### src/rtl/frame_ctrl_pkg.sv
// Shared types and helpers for the frame block controller.
//   fbc_state_t       - controller FSM state encoding
//   WIN_PER_LOAD_DEF  - default calc_done pulses expected per loaded block
//   idx_width()       - index width for a count, never narrower than one bit
package frame_ctrl_pkg;

  typedef enum logic [2:0] {
    IDLE,
    WAIT_DATA,
    LOAD,
    CALC,
    DONE
  } fbc_state_t;

  localparam int unsigned WIN_PER_LOAD_DEF = 4;

  function automatic int unsigned idx_width(input int unsigned n);
    return (n > 1) ? $clog2(n) : 1;
  endfunction

endpackage

### src/rtl/block_position_counter.sv
// Row-major block position tracker for one frame.
//   clk, n_rst  - clock, asynchronous active-low reset
//   clear       - return to block (0,0); has priority over advance
//   advance     - step to the next block (ignored on the last block)
//   col, row    - current block column / row
//   last_block  - current block is the final one of the frame
module block_position_counter
  import frame_ctrl_pkg::*;
#(
  parameter int unsigned COLS = 4,
  parameter int unsigned ROWS = 4,
  localparam int unsigned ColW = idx_width(COLS),
  localparam int unsigned RowW = idx_width(ROWS)
) (
  input  logic            clk,
  input  logic            n_rst,
  input  logic            clear,
  input  logic            advance,
  output logic [ColW-1:0] col,
  output logic [RowW-1:0] row,
  output logic            last_block
);

  localparam logic [ColW-1:0] ColMax = ColW'(COLS - 1);
  localparam logic [RowW-1:0] RowMax = RowW'(ROWS - 1);

  logic [ColW-1:0] col_q, col_d;
  logic [RowW-1:0] row_q, row_d;

  assign last_block = (col_q == ColMax) && (row_q == RowMax);
  assign col        = col_q;
  assign row        = row_q;

  always_comb begin
    col_d = col_q;
    row_d = row_q;
    if (clear) begin
      col_d = '0;
      row_d = '0;
    end else if (advance && !last_block) begin
      // Gating on last_block keeps both indices inside their ranges.
      if (col_q == ColMax) begin
        col_d = '0;
        row_d = row_q + RowW'(1);
      end else begin
        col_d = col_q + ColW'(1);
      end
    end
  end

  always_ff @(posedge clk or negedge n_rst) begin
    if (!n_rst) begin
      col_q <= '0;
      row_q <= '0;
    end else begin
      col_q <= col_d;
      row_q <= row_d;
    end
  end

endmodule

### src/rtl/frame_block_controller.sv
// Sequences one frame of pixel blocks through the input buffer / window calc path.
//   clk, n_rst   - clock, asynchronous active-low reset
//   start        - begin a frame (only honoured while idle)
//   abort        - synchronous return to idle from any state
//   in_valid     - upstream block available
//   in_ready     - block accepted this cycle when in_valid is also high
//   out_full     - downstream full; holds off new loads
//   calc_done    - one pulse per finished window calculation
//   load_enable  - one-cycle load strobe per accepted block
//   col_idx      - current block column
//   row_idx      - current block row
//   busy         - controller not idle
//   frame_done   - one-cycle pulse after the final window of the last block
//   err_stray    - sticky: calc_done arrived outside CALC
module frame_block_controller
  import frame_ctrl_pkg::*;
#(
  parameter int unsigned COLS         = 4,
  parameter int unsigned ROWS         = 4,
  parameter int unsigned WIN_PER_LOAD = WIN_PER_LOAD_DEF,
  localparam int unsigned ColW = idx_width(COLS),
  localparam int unsigned RowW = idx_width(ROWS)
) (
  input  logic            clk,
  input  logic            n_rst,
  input  logic            start,
  input  logic            abort,
  input  logic            in_valid,
  output logic            in_ready,
  input  logic            out_full,
  input  logic            calc_done,
  output logic            load_enable,
  output logic [ColW-1:0] col_idx,
  output logic [RowW-1:0] row_idx,
  output logic            busy,
  output logic            frame_done,
  output logic            err_stray
);

  localparam int unsigned     WinW   = idx_width(WIN_PER_LOAD);
  localparam logic [WinW-1:0] WinMax = WinW'(WIN_PER_LOAD - 1);

  fbc_state_t      state_q, state_d;
  logic [WinW-1:0] win_cnt_q, win_cnt_d;
  logic            err_stray_q, err_stray_d;
  logic            pos_clear, pos_advance, last_block;

  block_position_counter #(
    .COLS (COLS),
    .ROWS (ROWS)
  ) u_pos (
    .clk        (clk),
    .n_rst      (n_rst),
    .clear      (pos_clear),
    .advance    (pos_advance),
    .col        (col_idx),
    .row        (row_idx),
    .last_block (last_block)
  );

  // in_ready is the only output that looks at an input directly.
  assign in_ready    = (state_q == WAIT_DATA) && !out_full;
  assign load_enable = (state_q == LOAD);
  assign busy        = (state_q != IDLE);
  assign frame_done  = (state_q == DONE);
  assign err_stray   = err_stray_q;

  always_comb begin
    state_d     = state_q;
    win_cnt_d   = win_cnt_q;
    err_stray_d = err_stray_q;
    pos_clear   = 1'b0;
    pos_advance = 1'b0;

    if (calc_done && (state_q != CALC)) begin
      err_stray_d = 1'b1;
    end

    unique case (state_q)
      IDLE: begin
        if (start) begin
          state_d     = WAIT_DATA;
          win_cnt_d   = '0;
          err_stray_d = 1'b0;
          pos_clear   = 1'b1;
        end
      end
      WAIT_DATA: begin
        if (in_valid && in_ready) begin
          state_d = LOAD;
        end
      end
      LOAD: begin
        win_cnt_d = '0;
        state_d   = CALC;
      end
      CALC: begin
        if (calc_done) begin
          if (win_cnt_q == WinMax) begin
            win_cnt_d = '0;
            if (last_block) begin
              state_d = DONE;
            end else begin
              pos_advance = 1'b1;
              state_d     = WAIT_DATA;
            end
          end else begin
            win_cnt_d = win_cnt_q + WinW'(1);
          end
        end
      end
      DONE: begin
        state_d = IDLE;
      end
      default: begin
        state_d = IDLE;
      end
    endcase

    // Abort overrides everything except the sticky error flag.
    if (abort) begin
      state_d     = IDLE;
      win_cnt_d   = '0;
      err_stray_d = err_stray_q;
      pos_clear   = 1'b1;
      pos_advance = 1'b0;
    end
  end

  always_ff @(posedge clk or negedge n_rst) begin
    if (!n_rst) begin
      state_q     <= IDLE;
      win_cnt_q   <= '0;
      err_stray_q <= 1'b0;
    end else begin
      state_q     <= state_d;
      win_cnt_q   <= win_cnt_d;
      err_stray_q <= err_stray_d;
    end
  end

endmodule

### config.mk
export PLATFORM = sky130hd
export DESIGN_NAME = frame_block_controller
export DESIGN_NICKNAME = d
export VERILOG_FILES = /design/src/rtl/frame_ctrl_pkg.sv /design/src/rtl/block_position_counter.sv /design/src/rtl/frame_block_controller.sv
export SDC_FILE = /design/constraint.sdc
export NUM_CORES = 1
export LEC_CHECK = 0
export ABC_CLOCK_PERIOD_IN_PS = 3500
export CAP_MARGIN = 40
export CORE_MARGIN = 4
export CORE_UTILIZATION = 48
export DETAILED_ROUTE_END_ITERATION = 16
export PLACE_DENSITY_LB_ADDON = 0.1
export SYNTH_ARGS = -nofsm -noshare
export SYNTH_HDL_FRONTEND = slang
export SYNTH_HIERARCHICAL = 1
export SYNTH_SLANG_ARGS = --single-unit
### constraint.sdc
create_clock -name clk -period 3.5 [get_ports clk]
set_clock_uncertainty 0.05 [all_clocks]
set_input_delay 0.875 -clock clk [delete_from_list [all_inputs] [get_ports clk]]
set_output_delay 0.875 -clock clk [all_outputs]
set_load 0.05 [all_outputs]
==> impl_results.md <==
- Logic pwr share: 0.458
- Vias per Instance: 5.64
- ANT cells: 0
- Crit-path max FO: 12
- DP Cell Count: 97
- Cell Pwr Density: 581 nW/um^2
- Cell Area, Synth: 674 um^2
- Die X: 45.5 um
- Slew HR: 0.665
- Pin count of the biggest net entering global routing: 13
- Yosys Warn Count: 6
- Core box area: 1320 um^2
- Ys async rst share: 1.00
- Unrepaired setup endpoints after global routing: no
- Kind of critical path: reg -> out
- Final setup fails: 0
- WP data arrival: 1.85 ns
- Post-synthesis cell type count: 31
- Net Sw Power: 0.000211 W
- Commonest non-fill, non-tap cell in the layout: clkdlybuf4s50_1
- Initial core utilization: 0.512
- Initial antenna violation count: 0
- Clock transition at the registers of the reported paths: 0.06 ns
- Die area: 2070 um^2
- Run status: completed
- Total track usage: 0.173
- Clock power share: 0.206
- Routed Antenna Nets: 0
- Layout cells sized above 1: 0.105
- Buffers & Inverters on Critical Path: 1
- DR pass1 iterations: 4
- TritonCTS clock tree: yes
- Pre-CTS WS: 0.794 ns
- Sequential fraction of the synthesis area: 0.371
- CP required: 2.57 ns
- Setup Total Neg Slack: 0 ns
- Slew Viols, Final: 0
- Die height: 45.5 um
- Fill cells: 105
- DRC viols: 0
- Post-DP HPWL: 1.02 mm
- Period utilisation layout: 0.793
- Post-CTS setup buffers: 0
- Clock Latency Late Sink: 0.26 ns
- Int Pwr: 0.000290 W
- CP cell instances: nor3b_1, clkdlybuf4s50_1
- Worst Slack Setup Final: 0.725 ns
- Top_reg_cell synth: dfrtp_1
- Post-DR wirelength/cell: 13.7 um
- Num rows: 13
- Clk sinks: 10
- Vias: 570
- Critical Path Source Type: register
- Slowest stage cell, crit path: clkdlybuf4s50_1
- Layout Cells excl Fill: 101
- Post-CTS sizing: 0
- First-pass GRT wire length: 2.62 mm
- Crit-path leading delay family: buffers and inverters
- H-tree Lvls: 1
- Sw Share: 0.421
- Total Routed Length: 1.39 mm
- Commonest cells after routing, fill and taps aside: clkdlybuf4s50_1 (14), dfrtp_1 (10), nand2b_1 (8)
- Sequential power share: 0.336
- Max Cap Viol: 0
- Synth Net Count: 80
- Pleak: 0.373 nW
- CTS Buf Count: 3
- Final Critical Period: 2.77 ns
- CTS Hold Bufs: 0
- Number of synthesized flops with an enable pin: 0
- CTS root buf: clkbuf_4
- Number of global-route vias before repair: 571
- Fmax: 360 MHz
- Synth Register Bits: 10
- IO buf count: 15
- Initial drt markers: 6
- Tightest Pin Transition: 0.501 ns
- Final #Nets: 97
- I/O pin count: 16
- Slowest Stage Delay on Critical Path: 0.83 ns
- Max VDD drop: 340 uV
- GP Congestion: 0.781
- Final hold violations: 0
- Mean Syn Cell Area: 9.63 um^2
- Worst setup EP type: output port
- Area delta synth->final: 27.8%
- Total gr overflow: 0
- Hold WC Path Type: reg -> reg
- Post-Syn Instances: 70
- Clk buf depth: 2
==> path summary, 6_finish.rpt <==
kind / startpoint / to / slack [ns] / cells past startpoint
max in group asynchronous: n_rst / state_q[1]$_DFFE_PN0P_ / 2.21 / 1
worst max-delay path: state_q[0]$_DFFE_PN0P_ / frame_done / 0.73 / 2
min in group asynchronous: n_rst / u_pos/col[0]$_DFFE_PN0P_ / 0.88 / 1
worst min-delay path: err_stray$_DFFE_PN0N_ / err_stray$_DFFE_PN0N_ / 0.46 / 1
worst max register to register: state_q[1]$_DFFE_PN0P_ / u_pos/row[0]$_DFFE_PN0P_ / 1.44 / 5
worst min register to register: err_stray$_DFFE_PN0N_ / err_stray$_DFFE_PN0N_ / 0.46 / 1
==> cell type report <==
type | instances | area (um^2) | area share
Multi-Input combinational cell | 53 | 394 | 0.457
Sequential cell | 10 | 250 | 0.290
Timing Repair Buffer | 15 | 148 | 0.171
Clock buffer | 4 | 36.3 | 0.0421
Tap cell | 15 | 18.8 | 0.0218
Inverter | 4 | 15.0 | 0.0174
==> through the flow <==
stage | power [W] | util | hold slack, ns | instance area (um^2)
2_1_floorplan | 0.000336 | - | 0.465 | 674
3_3_place_gp | 0.000397 | 0.627 | 0.438 | 826
3_5_place_dp | 0.000400 | 0.627 | 0.443 | 826
4_1_cts | 0.000506 | 0.654 | 0.459 | 862
5_1_grt | 0.000536 | 0.654 | 0.492 | 862
6_report | 0.000501 | 0.654 | 0.456 | 862
==> sequential cells by signal, indices dropped and copies added (netlist names) <==
| signal | count |
|---|---|
| state_q | 3 |
| u_pos/col | 2 |
| win_cnt_q | 2 |
| err_stray | 1 |
| u_pos/row | 2 |
==> power groups by stage <==
| stage | Clock (W) | Combinational, W | Sequential (W) |
|---|---|---|---|
| final | 0.000103 | 0.000229 | 0.000168 |
| after global routing | 0.000114 | 0.000248 | 0.000174 |
| after CTS | 0.000107 | 0.000231 | 0.000168 |
| after detailed placement | 0 | 0.000230 | 0.000170 |
| after global placement | 0 | 0.000229 | 0.000168 |
| after floorplan | 0 | 0.000174 | 0.000162 |
==> Yosys cell counts, types with 2 or more instances <==
| cell type | count | area (um^2) |
|---|---|---|
| buf_2 | 2 | 10.0 |
| nand2b_1 | 8 | 50.1 |
| nand3_1 | 3 | 15.0 |
| a21oi_1 | 2 | 10.0 |
| inv_1 | 3 | 11.3 |
| nand2_1 | 2 | 7.51 |
| ha_1 | 3 | 37.5 |
| o21ai_1 | 2 | 10.0 |
| nor3b_1 | 3 | 22.5 |
| mux2i_1 | 3 | 30.0 |
| a21boi_1 | 3 | 22.5 |
| nor2_1 | 4 | 15.0 |
| and3b_1 | 3 | 26.3 |
| nor3_1 | 3 | 15.0 |
| dfrtp_1 | 10 | 250 |
==> cell families after synthesis <==
kind of cell	share of synthesized area
compound gates	0.143
simple gates	0.325
fa+ha+maj	0.0557
mux	0.0612
flops	0.371
buf+inv	0.0445
==> layer usage <==
| layer | vias up | track usage | wire length [um] |
|---|---|---|---|
| li1 | 286 | - | - |
| met4 | 0 | 0.0877 | 34 |
| met3 | 5 | 0.0277 | 83 |
| met5 | - | 0 | 0 |
| met2 | 15 | 0.273 | 632 |
| met1 | 264 | 0.227 | 637 |
No activity file was read; power rests on OpenSTA's default activity.
